--- config.mk ---
export PLATFORM = sky130hd
export DESIGN_NAME = maze_navigate
export DESIGN_NICKNAME = d
export VERILOG_FILES = /design/src/rtl/nav_pkg.sv /design/src/rtl/opn_edge_det.sv /design/src/rtl/maze_navigate.sv
export SDC_FILE = /design/constraint.sdc
export NUM_CORES = 1
export LEC_CHECK = 0
export ABC_AREA = 1
export BUFFER_PORTS_ARGS = -buffer_cell sky130_fd_sc_hd__buf_2
export CAP_MARGIN = 0
export CORE_MARGIN = 4
export CORE_UTILIZATION = 58
export CTS_BUF_LIST = sky130_fd_sc_hd__clkbuf_2 sky130_fd_sc_hd__clkbuf_4 sky130_fd_sc_hd__clkbuf_8
export DETAILED_ROUTE_END_ITERATION = 8
export PLACE_DENSITY = 0.82
export SLEW_MARGIN = 15
export SYNTH_ARGS = -nofsm -noshare
export SYNTH_HDL_FRONTEND = slang
export SYNTH_SLANG_ARGS = --single-unit
--- constraint.sdc ---
create_clock -name clk -period 3.1 [get_ports clk]
set_input_delay 0.465 -clock clk [delete_from_list [all_inputs] [get_ports clk]]
set_output_delay 0.465 -clock clk [all_outputs]
set_load 0.1 [all_outputs]
--- src/rtl/nav_pkg.sv ---
// Shared definitions for the maze navigation command responder.
//   SPD_W       : width of the forward speed bus sent to the PID.
//   nav_state_t : command sequencer states.
package nav_pkg;

   localparam int SPD_W = 11;

   typedef enum logic [2:0] {
      IDLE,
      HEADING,
      RAMP_UP,
      DEC_GAP,
      DEC_FAST
   } nav_state_t;

endpackage

--- src/rtl/opn_edge_det.sv ---
// Opening edge detector for the maze navigator.
// Registers the left/right opening inputs and reports a rising edge on a
// side only while the solver has asked to stop at that side.
// Ports:
//   clk, rst_n             : clock, synchronous active-low reset
//   lft_opn_i, rght_opn_i  : raw opening indications
//   stp_lft_i, stp_rght_i  : solver stop-at-side requests
//   lft_gap_o, rght_gap_o  : qualified rising-edge pulses (combinational)
module opn_edge_det (
   input  logic clk,
   input  logic rst_n,
   input  logic lft_opn_i,
   input  logic rght_opn_i,
   input  logic stp_lft_i,
   input  logic stp_rght_i,
   output logic lft_gap_o,
   output logic rght_gap_o
);

   logic [1:0] opn;
   logic [1:0] stp;
   logic [1:0] opn_q;
   logic [1:0] rise;

   // Bit 0 is the left channel, bit 1 the right channel.
   assign opn = {rght_opn_i, lft_opn_i};
   assign stp = {stp_rght_i, stp_lft_i};

   always_ff @(posedge clk) begin
      if (!rst_n) begin
         opn_q <= '0;
      end else begin
         opn_q <= opn;
      end
   end

   genvar gi;
   generate
      for (gi = 0; gi < 2; gi++) begin : g_chan
         assign rise[gi] = opn[gi] & ~opn_q[gi] & stp[gi];
      end
   endgenerate

   assign lft_gap_o  = rise[0];
   assign rght_gap_o = rise[1];

endmodule

--- src/rtl/maze_navigate.sv ---
// Maze navigation command responder.
// Accepts heading and forward-move requests from the solver, sequences the
// forward speed (ramp, hold, decelerate) and pulses mv_cmplt when done.
// Ports:
//   clk, rst_n          : clock, synchronous active-low reset
//   strt_hdng, strt_mv  : one-cycle command pulses (accepted only in IDLE)
//   stp_lft, stp_rght   : stop the move at a left / right opening
//   mv_cmplt            : one-cycle completion pulse
//   hdng_rdy            : gyro sample strobe, paces every speed update
//   at_hdng             : heading error within tolerance
//   lft_opn, rght_opn   : side openings
//   frwrd_opn           : path ahead clear
//   frwrd_spd           : forward speed to the PID
//   moving              : a command is active
//   en_fusion           : speed above half of MAX_SPD
module maze_navigate
   import nav_pkg::*;
#(
   parameter logic [SPD_W-1:0] SPD_INC = 11'h018,
   parameter logic [SPD_W-1:0] MAX_SPD = 11'h2A0
) (
   input  logic             clk,
   input  logic             rst_n,
   input  logic             strt_hdng,
   input  logic             strt_mv,
   input  logic             stp_lft,
   input  logic             stp_rght,
   output logic             mv_cmplt,
   input  logic             hdng_rdy,
   input  logic             at_hdng,
   input  logic             lft_opn,
   input  logic             rght_opn,
   input  logic             frwrd_opn,
   output logic [SPD_W-1:0] frwrd_spd,
   output logic             moving,
   output logic             en_fusion
);

   // One extra bit of headroom so saturation and underflow are visible.
   localparam logic [SPD_W:0] INC_X    = {1'b0, SPD_INC};
   localparam logic [SPD_W:0] MAX_X    = {1'b0, MAX_SPD};
   localparam logic [SPD_W:0] GAP_DEC  = INC_X << 1;
   localparam logic [SPD_W:0] FAST_DEC = INC_X << 2;

   nav_state_t       state_q, state_d;
   logic [SPD_W-1:0] spd_q, spd_d;
   logic             mv_cmplt_q, mv_cmplt_d;
   logic             moving_q, moving_d;
   logic             en_fusion_q, en_fusion_d;

   logic             lft_gap, rght_gap;
   logic [SPD_W:0]   spd_ext;
   logic [SPD_W:0]   ramp_sum;
   logic [SPD_W:0]   dec_amt;
   logic [SPD_W:0]   dec_diff;
   logic             dec_to_zero;

   opn_edge_det u_opn_edge_det (
      .clk        (clk),
      .rst_n      (rst_n),
      .lft_opn_i  (lft_opn),
      .rght_opn_i (rght_opn),
      .stp_lft_i  (stp_lft),
      .stp_rght_i (stp_rght),
      .lft_gap_o  (lft_gap),
      .rght_gap_o (rght_gap)
   );

   assign spd_ext  = {1'b0, spd_q};
   assign ramp_sum = spd_ext + INC_X;
   assign dec_amt  = (state_q == DEC_FAST) ? FAST_DEC : GAP_DEC;
   assign dec_diff = spd_ext - dec_amt;
   // Borrow out of the top bit or an exact zero both mean "stop now".
   assign dec_to_zero = dec_diff[SPD_W] | (dec_diff == '0);

   always_comb begin
      state_d    = state_q;
      spd_d      = spd_q;
      mv_cmplt_d = 1'b0;

      case (state_q)
         IDLE: begin
            spd_d = '0;
            if (strt_hdng) begin
               state_d = HEADING;
            end else if (strt_mv) begin
               state_d = RAMP_UP;
            end
         end

         HEADING: begin
            spd_d = '0;
            if (hdng_rdy && at_hdng) begin
               mv_cmplt_d = 1'b1;
               state_d    = IDLE;
            end
         end

         RAMP_UP: begin
            if (hdng_rdy) begin
               spd_d = (ramp_sum > MAX_X) ? MAX_SPD : ramp_sum[SPD_W-1:0];
            end
            // Exits are watched every cycle; an obstruction beats a gap.
            if (!frwrd_opn) begin
               state_d = DEC_FAST;
            end else if (lft_gap || rght_gap) begin
               state_d = DEC_GAP;
            end
         end

         DEC_GAP, DEC_FAST: begin
            if ((state_q == DEC_GAP) && !frwrd_opn) begin
               state_d = DEC_FAST;
            end
            if (hdng_rdy) begin
               if (dec_to_zero) begin
                  spd_d      = '0;
                  mv_cmplt_d = 1'b1;
                  state_d    = IDLE;
               end else begin
                  spd_d = dec_diff[SPD_W-1:0];
               end
            end
         end

         default: begin
            state_d = IDLE;
            spd_d   = '0;
         end
      endcase

      moving_d    = (state_d != IDLE);
      en_fusion_d = (spd_d > (MAX_SPD >> 1));
   end

   always_ff @(posedge clk) begin
      if (!rst_n) begin
         state_q     <= IDLE;
         spd_q       <= '0;
         mv_cmplt_q  <= 1'b0;
         moving_q    <= 1'b0;
         en_fusion_q <= 1'b0;
      end else begin
         state_q     <= state_d;
         spd_q       <= spd_d;
         mv_cmplt_q  <= mv_cmplt_d;
         moving_q    <= moving_d;
         en_fusion_q <= en_fusion_d;
      end
   end

   assign frwrd_spd = spd_q;
   assign mv_cmplt  = mv_cmplt_q;
   assign moving    = moving_q;
   assign en_fusion = en_fusion_q;

endmodule
==> Word level (Yosys, flattened, before mapping) <==
Index checks and enable logic that the tools add are counted.
W data, S select, Z words.
{ "word_totals": {"ff_bits": 19, "input_bits": 11, "out_inout_bits": 14, "wordCells": 48} }
{ "classes": {"n_addsub": 2, "order_cmp": 2, "n_eq_ne": 4, "mux": 19, "bitwise_logic": 7, "n_reduce_logical": 8} }
{ "ops": {"columns": ["op", "n"], "rows": [
  ["$mux W11", 4],
  ["$mux W3", 8],
  ["$pmux W11 S2", 1],
  ["$add A11 B5 Y12 const B", 1],
  ["$gt A12 B10 Y1 const B", 1],
  ["$logic_not A12 Y1", 1],
  ["$pmux W3 S4", 1],
  ["$sub A11 B7 Y12", 1],
  ["$gt A11 B9 Y1 const B", 1],
  ["$mux W7", 1],
  ["$eq A3 B2 Y1 const B", 2],
  ["$and A1 B1 Y1", 4],
  ["$eq A3 B1 Y1 const B", 1],
  ["$eq A3 B3 Y1 const B", 1],
  ["$logic_not A3 Y1", 1],
  ["$mux W1", 3],
  ["$reduce_bool A3 Y1", 1],
  ["$logic_and A1 B1 Y1", 2],
  ["$not A1 Y1", 2],
  ["$pmux W1 S2", 1],
  ["$reduce_or A2 Y1", 1],
  ["$logic_not A1 Y1", 1],
  ["$logic_or A1 B1 Y1", 1],
  ["$or A1 B1 Y1", 1]
]} }

==> Depth between registers and ports, before layout <==
Gate-level depths: netlist of the first run.
{ "logic_depth": {"ltp_word": 9, "ltp_mapped": 23, "ltp_nobuf": 23} }

==> By module <==
From an unflattened synthesis of the first run, not the netlist that was laid out.
{ "unflattened": {"hier_cells": 275, "area_unflattened_um2": 1649.1} }
{ "modules_own_cells": {"columns": ["module", "n_inst", "cells_each", "area_per_inst_um2", "seq_area_each_um2"], "rows": [
  ["maze_navigate", 1, 265, 1574.0, 340.3],
  ["opn_edge_det", 1, 10, 75.1, 40.0]
]} }

==> Worst setup path before layout of the first run <==
OpenSTA, ideal clock, no wires.
{ "synth_timing": {"path_type": "reg-to-reg", "start": "register spd_q[4], in the netlist frwrd_spd[4]", "end": "register en_fusion_q, in the netlist en_fusion", "setup_ns": 0.113, "t_arrival_ns": 2.794, "required_time_ns": 2.987, "setup_slack_ns": 0.193, "path_stages_with_launch": 23, "path_buffers": 0, "period_less_slack_ns": 2.907, "cell_sequence": "dfxtp_1 inv_1 ha_1 inv_1 ha_1 inv_1 nand2_1 nor2_1 nand2_1 nor2_1 nand2_1 nor2_2 nand3_2 nand2_2 nand2_4 nand2_2 nand2_2 o21ai_1 nand3_1 nor2_1 nand2_1 nand2_1 nor2_1"} }
{ "synth_between": {"elab_chain_len": 7, "elab_cells_between_ends": 11, "classes_between": "2 x add/sub; 2 x order compare; 5 x mux; 1 x bitwise; 1 x reduce/logical"} }
{ "synth_lines": {"columns": ["element", "line", "source"], "rows": [
  ["from (decl)", "maze_navigate.sv:46", "logic [SPD_W-1:0] spd_q, spd_d;"],
  ["from (signal assigned)", "maze_navigate.sv:145", "spd_q <= spd_d;"],
  ["branches (longest 5 deep; another with $add A11 B5 Y12)", null, null],
  ["$pmux W11 S2 (*)", "maze_navigate.sv:81", "case (state_q)"],
  ["$gt A11 B9 Y1 (*)", "maze_navigate.sv:133", "en_fusion_d = (spd_d > (MAX_SPD >> 1));"],
  ["to (signal assigned)", "maze_navigate.sv:148", "en_fusion_q <= en_fusion_d;"],
  ["to (decl)", "maze_navigate.sv:49", "logic en_fusion_q, en_fusion_d;"]
]} }
Mark *: on every way between the ends.
A chain may end at the register's enable or synchronous reset.

==> Worst setup path after layout of the first run <==
{ "layout_timing": {"start": "register state_q[1]", "end": "register en_fusion_q, in the netlist en_fusion"} }
{ "layout_between": {"elab_chain_len": 9, "elab_cells_between_ends": 12, "classes_between": "1 x add/sub; 1 x order compare; 3 x eq/ne; 4 x mux; 1 x bitwise; 2 x reduce/logical"} }
{ "layout_lines": {"columns": ["element", "line", "source"], "rows": [
  ["from (decl)", "maze_navigate.sv:45", "nav_state_t state_q, state_d;"],
  ["from (signal assigned)", "maze_navigate.sv:144", "state_q <= state_d;"],
  ["$eq A3 B3 Y1", "maze_navigate.sv:71, maze_navigate.sv:81", null],
  ["$mux W7", "maze_navigate.sv:71", "assign dec_amt = (state_q == DEC_FAST) ? FAST_DEC : GAP_DEC;"],
  ["$sub A11 B7 Y12", "maze_navigate.sv:72", "assign dec_diff = spd_ext - dec_amt;"],
  ["$logic_not A12 Y1", "maze_navigate.sv:74", "assign dec_to_zero = dec_diff[SPD_W] | (dec_diff == '0);"],
  ["$or A1 B1 Y1", "maze_navigate.sv:74", null],
  ["$mux W11", "maze_navigate.sv:116", "if (dec_to_zero) begin"],
  ["$mux W11", "maze_navigate.sv:115", "if (hdng_rdy) begin"],
  ["$pmux W11 S2 (*)", "maze_navigate.sv:81", null],
  ["$gt A11 B9 Y1 (*)", "maze_navigate.sv:133", null]
]} }
Mark *: on every way between the ends. The rest lies on a longest branch, timed or not.

==> results of run 1 <==
==> layer usage <==
metal  part of all wire  vias up  track usage
met5                  0        -            0
met4              0.024        0        0.100
met3              0.058        8       0.0307
met2               0.47       41        0.399
met1               0.45      696        0.291
li1                   -      837            -
==> how the worst max path moves through the flow <==
stage                  from         to  slack (ns)  cells past startpoint
2_1_floorplan  frwrd_spd[4]  en_fusion        0.19                     22
3_3_place_gp     state_q[1]  en_fusion        0.69                     23
3_5_place_dp     state_q[1]  en_fusion        0.63                     23
4_1_cts          state_q[1]  en_fusion        0.61                     23
5_1_grt          state_q[1]  en_fusion        0.28                     23
6_report         state_q[1]  en_fusion        0.61                     23
==> worst reg2reg max path: stages, from the launching register on <==
cell	delay (ns)
dfxtp_1	0.35
nor2_1	0.14
nand2_1	0.13
ha_1	0.20
inv_1	0.07
ha_1	0.22
inv_1	0.07
nand2_1	0.05
nor2_1	0.08
nand2_1	0.05
nor2_1	0.08
nand2_1	0.06
nor2_2	0.09
nand3_2	0.09
nand2_2	0.09
nand2_4	0.08
nand2_2	0.09
nand2_2	0.08
o21ai_1	0.08
nand3_1	0.08
nor2_1	0.08
nand2_1	0.06
nand2_1	0.05
nor2_1	0.03
==> where the power goes <==
group	internal, mW	switching (mW)	leakage, nW
clock	0.0484	0.0825	0.0177
combinational	0.0440	0.117	0.773
sequential	0.254	0.00821	0.155
total	0.346	0.207	0.945
==> final cells by class <==
cell class | instances | area (um2)
tap | 30 | 37.5
clock buffer | 3 | 22.5
multi-input combinational | 189 | 926
fill | 256 | 810
sequential | 19 | 380
clock inverter | 1 | 5.00
timing repair buffer | 24 | 120
inverter | 41 | 154
==> cell usage in the layout (no fill, tap or decap), types with 2 or more instances in the layout <==
cell type  synthesis  layout
o21ai_1            6       6
dfxtp_1           19      19
nor3_1             2       2
or2_2              3       3
nand3b_1           2       2
o21ai_0           11      11
nand3_2            3       3
nand4_1            3       3
a21oi_1            5       5
nand2_2            6       6
nor2_2             5       5
buf_2              0      24
inv_1             35      35
clkbuf_4           0       3
nand2_1           81      81
nand3_1           21      21
ha_1               4       4
inv_2              6       6
nor3_2             2       2
nor2_1            28      28
==> cell families after synthesis <==
group,synth area share
xor gates and xnor gates,0.0118
and+or+nand+nor,0.482
buffers and inverters,0.123
adders and majority gates,0.0336
DFF,0.255
AOI/OAI and AO/OA,0.0940
==> sequential cells by signal, indices dropped and copies added (netlist names) <==
register	count
frwrd_spd	11
state_q	3
u_opn_edge_det.opn_q	2
en_fusion	1
moving	1
mv_cmplt	1
==> metrics.txt, run 1 <==
status=completed; delay-heaviest family, CP=simple AND/OR/NAND/NOR gates; cts bufs inserted=3; Area Overhead vs Synth=10.4%; total power=about 550 uW; Hold Crit Class=primary input to flip-flop; hold depth=3; register area share after synthesis=0.255; clock skew=approximately 0.0012 ns; share of cells above drive strength 1=0.206; Avg WL per Cell=approximately 12 um; max_cap viols=0; RePlAce Congestion=roughly 0.89; placed cell area=0.00162 mm2; clk root buf=clkbuf_4; Chip Height=58.7 um; RSZ-0062 raised after global routing=false; nets@finish=293; CTS Hold Bufs=0; setup_tns=0 ns; gr usage total=0.233; post-synth top area cell=dfxtp_1; I/O pin count=25; R2R Path Start=state_q[1]; WHS=0.334 ns; CP peak stage delay=0.35 ns; total iterations of the first detailed-routing run=4; FP Rows=18; post-detail-place hpwl=2860 um; Worst setup SP type=flip-flop; core area=0.00245 mm2; number of H-tree levels=1; CTS tree=yes; die area=0.00344 mm2; vias=between 1.5k and 2k; Starting DRT DRC Count=slightly above 100; final setup violating endpoints=0; Hold Fails Final Rpt=0; # placed instances=303; Design Area, Final=0.00165 mm2; Setup WS post-layout=0.609 ns; post-synth cell types=28; crit path DAT=2.71 ns; CP bufs+invs=2; minimum clock period=2.49 ns; leakage power=0.945 nW; Achievable Freq=~400 MHz; first-pass GRT wire length=6220 um; Die Wd=58.7 um; Setup crit end kind=flip-flop; Post-synth top cells=nand2_1, inv_1, nor2_1; vias in the first global route=about 1.5k; WS Path Type=flip-flop to flip-flop; Hold Path End=u_opn_edge_det.opn_q[0]; CP max-delay cell=dfxtp_1; initial antenna violation count=0; pin count of the biggest net entering global routing=15; final non-filler cell total=307; ys async rst share=0; Tcrit/Tclk final=0.803; CP Max Fanout=7; pre-CTS setup slack=0.627 ns; post-synthesis net count=roughly 270; PortBufs=24; Synth Area per Inst=5.87 um2; DRC Markers=0; initial core utilization=0.607; ordered list of cells on the worst path=nor2_1 > nand2_1 > ha_1 > inv_1 > ha_1 > inv_1 > nand2_1 > nor2_1 > nand2_1 > nor2_1 > nand2_1 > nor2_2 > nand3_2 > nand2_2 > nand2_4 > nand2_2 > nand2_2 > o21ai_1 > nand3_1 > nor2_1 > nand2_1 > nand2_1 > nor2_1; Critical R2R Capture=en_fusion; Max Slew Vio Count=0; Clock Path Buffers=2; # clock sinks=19; clk_lat worst skew=0.31 ns; #FFs+latches synth=19; synthesized area=0.00149 mm2; Post-CTS Setup Inserts=0; Hold Startpoint=lft_opn; Yosys warning total=0; most frequent CP cell=nand2_1; Worst Reg2Reg Path Length in Cells=23; Worst VDD drop=0.330 mV; PD cells=336 mW/mm2; Relative slew margins=0.679; ANT cells=0; DR vias/cell=5.15; dominant synthesized flop cell=dfxtp_1; Slew @ Worst Pin=0.485 ns; Yosys top cell area share=0.255; utilization after layout=0.670; FF-to-FF setup slack=0.61 ns; Req. time, crit path=3.32 ns; top cells by area, synth=dfxtp_1, nand2_1, inv_1; Antenna Nets Post-Route=0; Post-synth EDFFs=0; number of gates resized after cts=0; CTS clock-pin slew for the worst setup and hold paths=0.11 ns; Mapped Cells=254; final wirelength=3570 um; count leader, synth=nand2_1; total grt overflow=0
Note: power is estimated with default switching activity, not from simulation.
==> run 2, diff against run 1 <==
==> constraint.sdc (replaced) <==
create_clock -name clk -period 2.3 [get_ports clk]
set_input_delay 0.345 -clock clk [delete_from_list [all_inputs] [get_ports clk]]
set_output_delay 0.345 -clock clk [all_outputs]
set_load 0.1 [all_outputs]
==> run 2 against run 1 <==
Against the previous run: the flow now finishes with violations (DRC, setup timing); hold slack worse by 0.11 ns; clock-buffer cell count did not move; combinational power up 76%; setup slack worse by 0.75 ns; final area grew 17%; largest cell class unchanged.
==> metrics.txt, run 2 (synthesized netlist as in run 1, its figures left out) <==
Antenna Nets Post-Route=0; I/O pin count=25; pre-CTS setup slack=-0.0888 ns; gr usage total=0.252; PortBufs=24; clk root buf=clkbuf_4; total power=815 uW; # clock sinks=19; commonest non-fill, non-tap cells in the layout=nand2_1, inv_1, nor2_1; FF-to-FF setup slack=-0.14 ns; Clock Path Buffers=2; first-pass GRT wire length=6770 um; Hold Fails Final Rpt=0; Worst setup SP type=flip-flop; Max Slew Vio Count=0; CP max-delay cell=dfxtp_2; Setup crit end kind=flip-flop; cts bufs inserted=3; pin count of the biggest net entering global routing=15; vias in the first global route=roughly 1.6k; FP Rows=18; final non-filler cell total=between 300 and 400; Area Overhead vs Synth=28.8%; total grt overflow=0; most common cell after layout, fill and taps aside=nand2_1; Starting DRT DRC Count=~140; CTS tree=yes; Tcrit/Tclk final=1.06; RSZ-0062 raised after global routing=true; crit path DAT=2.65 ns; share of cells above drive strength 1=0.355; most frequent CP cell=nand2_1; CP startpoint=state_q[0]; total iterations of the first detailed-routing run=8; initial antenna violation count=0; clk_lat worst skew=0.30 ns; failing checks=DRC, setup timing; initial core utilization=0.607; Relative slew margins=0.675; Req. time, crit path=2.51 ns; Die Wd=between 50 and 60 um; RePlAce Congestion=between 0.9 and 1; final wirelength=4550 um; DR vias/cell=~5.5; WHS=~0.23 ns; Avg WL per Cell=between 10 and 15 um; Setup WS post-layout=-0.137 ns; final setup violating endpoints=5; R2R Path Start=state_q[0]; post-detail-place hpwl=a little under 3000 um; max reg flops=11; Worst VDD drop=0.362 mV; CTS clock-pin slew for the worst setup and hold paths=0.11 ns; utilization after layout=0.782; core area=roughly 0.0025 mm2; max_cap viols=0; Hold Crit Class=primary input to flip-flop; placed cell area=0.00173 mm2; status=finished with violations; CP Capture Point=en_fusion; minimum clock period=2.44 ns; CP peak stage delay=0.36 ns; PD cells=425 mW/mm2; Hold Startpoint=rght_opn; leakage power=1.06 nW; ordered list of cells on the worst path=nor2_4 > nand2_2 > ha_4 > inv_4 > ha_4 > inv_2 > nand2_1 > nor2_1 > nand2_1 > nor2_1 > nand2_1 > nor2_2 > nand3_2 > nand2_2 > nand2_4 > nand3_1 > nand2_1 > inv_1 > nand2_1 > nor2_1 > nand2_1 > nand2_1 > nor2_1; ANT cells=0; Critical R2R Capture=en_fusion; nets@finish=approximately 320; number of H-tree levels=1; Chip Height=58.7 um; Slew @ Worst Pin=0.487 ns; clock skew=roughly 0.0023 ns; Design Area, Final=0.00192 mm2; DRC Markers=2; # placed instances=316; die area=between 0.003 and 0.004 mm2; WS Path Type=flip-flop to flip-flop; Worst Reg2Reg Path Length in Cells=23; CP Max Fanout=7; setup_tns=-0.419 ns; Achievable Freq=just over 400 MHz; vias=1,813
-- run 2: final cells by class --
class / count / area [um2]
flip-flops and latches: 19 / 393
inverters: 41 / 156
well taps: 30 / 37.5
repair buffers: 46 / 285
multi-input cells: 189 / 1020
clock inverters: 1 / 5.00
fillers: 170 / 536
clock buffers: 3 / 22.5
-- run 2: worst min path at each step --
stage	end	slack, ns	cells past startpoint
detailed placement	frwrd_spd[0]	0.45	2
global route	u_opn_edge_det.opn_q[1]	0.23	3
CTS	u_opn_edge_det.opn_q[0]	0.23	3
global placement	frwrd_spd[0]	0.45	2
finish	u_opn_edge_det.opn_q[1]	0.23	3
floorplan	u_opn_edge_det.opn_q[0]	0.44	2
-- run 2: where the power goes --
group	switching, mW	total, mW	internal [mW]
Clock	0.112	0.177	0.0649
Combinational	0.185	0.284	0.0995
Sequential	0.0119	0.354	0.342
Total	0.309	0.815	0.507
-- run 2: per-layer routing --
| layer | wire (um) | vias to the layer above | global-route usage |
|---|---|---|---|
| met5 | 0 | - | 0 |
| met3 | 331 | 22 | 0.0439 |
| met2 | 2080 | 98 | 0.451 |
| li1 | - | 878 | - |
| met4 | 184 | 0 | 0.0744 |
| met1 | 1960 | 815 | 0.308 |
-- run 2: critical path: cells and delay by family (launching register included) --
kind	cells	cell delay (ns)
AND/OR/NAND/NOR	18	1.44
buffers and inverters	3	0.18
flip-flops	1	0.36
adder cells (fa/ha/maj)	2	0.36
-- run 2: timing repair --
action | in CTS | in global routing
endpoints found under the setup margin | 3 | 13
setup buffers | 6 | 3
hold buffers | 0 | 0
resized for setup | 12 | 11
pin swaps | 5 | 3
==> run 3, diff against run 2 <==
--- a/config.mk
+++ b/config.mk
@@ -8,11 +8,13 @@
 export ABC_AREA = 1
 export BUFFER_PORTS_ARGS = -buffer_cell sky130_fd_sc_hd__buf_2
 export CAP_MARGIN = 0
-export CORE_MARGIN = 4
-export CORE_UTILIZATION = 58
+export CELL_PAD_IN_SITES_DETAIL_PLACEMENT = 1
+export CELL_PAD_IN_SITES_GLOBAL_PLACEMENT = 1
+export CORE_MARGIN = 2
+export CORE_UTILIZATION = 39
 export CTS_BUF_LIST = sky130_fd_sc_hd__clkbuf_2 sky130_fd_sc_hd__clkbuf_4 sky130_fd_sc_hd__clkbuf_8
 export DETAILED_ROUTE_END_ITERATION = 8
-export PLACE_DENSITY = 0.82
+export PLACE_DENSITY_LB_ADDON = 0.1
 export SLEW_MARGIN = 15
 export SYNTH_ARGS = -nofsm -noshare
 export SYNTH_HDL_FRONTEND = slang
==> run 3 against run 2 <==
Against the previous run: the flow finishes with violations (setup timing); largest cell class unchanged; critical path type unchanged; non-clock buffer count unchanged; sequential power hardly changed; utilization is 24 points lower; final area up 3.8%; die area is 26% higher; setup slack got worse by 0.11 ns; clock-buffer cell count is 1 higher; critical endpoint unchanged; maximum frequency down 4.3%; clock skew rose by 0.0022 ns.
==> metrics.txt, run 3 (synthesized netlist as in run 1, its figures left out) <==
status=finished with violations; failing checks=setup timing; Clk network pwr share=0.275; number of H-tree levels=1; Req. time, crit path=2.49 ns; CP startpoint=state_q[1]; PortBufs=24; DRC Markers=0; ANT cells=0; I/O pin count=25; cts bufs inserted=3; vias in the first global route=1,805; clk_lat worst skew=0.26 ns; Tcrit/Tclk final=1.11; # clock sinks=19; PD cells=455 mW/mm2; crit path DAT=2.74 ns; max_cap viols=0; Hold Fails Final Rpt=0; Slew @ Worst Pin=0.558 ns; Die Wd=between 60 and 70 um; gr usage total=0.260; initial antenna violation count=0; most common cell after layout, fill and taps aside=nand2_1; Setup WS post-layout=-0.246 ns; minimum clock period=2.55 ns; first-pass GRT wire length=approximately 8500 um; DR vias/cell=5.13; Avg WL per Cell=between 15 and 20 um; max reg flops=11; die area=0.00433 mm2; commonest non-fill, non-tap cells in the layout=nand2_1, inv_1, nor2_1; Chip Height=65.8 um; Clock Path Buffers=2; core area=approximately 0.0037 mm2; CP Max Fanout=7; CP Capture Point=en_fusion; fillcell total=528; Worst setup SP type=flip-flop; Seq pwr share=0.392; vias=1,780; WS Path Type=flip-flop to flip-flop; Area Overhead vs Synth=33.7%; Achievable Freq=just under 400 MHz; final wirelength=~5400 um; Critical R2R Capture=en_fusion; Starting DRT DRC Count=76; FP Rows=22; Relative slew margins=0.628; total grt overflow=0; clk root buf=clkbuf_8; share of cells above drive strength 1=0.361; final non-filler cell total=347; R2R Path Start=state_q[1]; # placed instances=338; Setup crit end kind=flip-flop; leakage power=1.08 nW; combinational share of power=0.333; CTS tree=yes; Worst VDD drop=0.381 mV; Net Sw Power=324 uW; nets@finish=between 300 and 400; Sw Ratio=0.358; post-detail-place hpwl=between 3000 and 4000 um; pin count of the biggest net entering global routing=15; FF-to-FF setup slack=-0.25 ns; RSZ-0062 raised after global routing=true; total iterations of the first detailed-routing run=4; setup_tns=-0.696 ns; clock skew=around 0.0045 ns; initial core utilization=0.407; Pint=582 uW; final setup violating endpoints=12; CTS Hold Bufs=0; Hold Crit Class=primary input to flip-flop; Worst Reg2Reg Path Length in Cells=22; Max Slew Vio Count=0; RePlAce Congestion=0.817; Antenna Nets Post-Route=0; CTS clock-pin slew for the worst setup and hold paths=0.07 ns
[run 3: how the worst min path moves through the flow]
stage	startpoint	end	slack, ns	cells past startpoint
2_1_floorplan	lft_opn	u_opn_edge_det.opn_q[0]	0.44	2
3_3_place_gp	frwrd_spd[0]	frwrd_spd[0]	0.45	2
3_5_place_dp	frwrd_spd[0]	frwrd_spd[0]	0.46	2
4_1_cts	rght_opn	u_opn_edge_det.opn_q[1]	0.27	3
5_1_grt	lft_opn	u_opn_edge_det.opn_q[0]	0.29	3
6_report	rght_opn	u_opn_edge_det.opn_q[1]	0.28	3
[run 3: layout make-up]
type                            instances  area, um2  share of cell area
Multi-Input combinational cell        189       1030               0.519
Sequential cell                        19        393               0.197
Inverter                               41        159              0.0798
Timing Repair Buffer                   46        297               0.149
Tap cell                               48       60.1              0.0302
Clock buffer                            4       48.8              0.0245
[run 3: metrics by stage]
| stage | hold slack (ns) | power (mW) | setup WS, ns | area, um2 | utilization |
|---|---|---|---|---|---|
| floorplan | 0.438 | 0.531 | -0.0292 | 1500 | - |
| global placement | 0.455 | 0.607 | -0.130 | 1780 | 0.486 |
| detailed placement | 0.462 | 0.613 | -0.214 | 1780 | 0.486 |
| CTS | 0.275 | 0.891 | -0.146 | 1940 | 0.529 |
| global route | 0.291 | 0.961 | -0.402 | 1990 | 0.544 |
| finish | 0.284 | 0.906 | -0.246 | 1990 | 0.544 |
[run 3: worst max-delay path: stages (launching register included)]
cell and delay (ns):
dfxtp_1 0.35, nor2_4 0.11, nand2_2 0.09, ha_4 0.17, inv_4 0.05, ha_4 0.19
inv_2 0.07, nand2_2 0.06, nor2_2 0.08, nand2_1 0.06, nor2_1 0.13, nand2_1 0.08
nor2_2 0.09, nand3_2 0.10, nand2_2 0.09, nand2_4 0.09, nand3_2 0.10, nand2_2 0.08
nand2_4 0.08, nand3_1 0.08, nor2_1 0.15, nor2_1 0.07, nor2_1 0.10
[run 3: power by group through the flow]
stage,clock (mW),sequential [mW],combinational (mW)
detailed placement,0,0.359,0.254
global route,0.279,0.356,0.326
floorplan,0,0.409,0.122
global placement,0,0.359,0.249
CTS,0.259,0.353,0.279
finish,0.249,0.355,0.301
[run 3: metal layers]
layer | vias up | wire [um] | track usage | part of all wire
li1 | 882 | - | - | -
met1 | 841 | 2310 | 0.316 | 0.43
met2 | 45 | 2820 | 0.473 | 0.52
met3 | 12 | 139 | 0.0273 | 0.026
met4 | 0 | 129 | 0.0833 | 0.024
met5 | - | 0 | 0 | 0
[run 3: timing repair]
item / 4_1_cts / 5_1_grt
pin swaps: 5 / 9
gates resized for setup: 17 / 13
buffers inserted: 5 / 2
endpoints found under the setup margin: 13 / 14
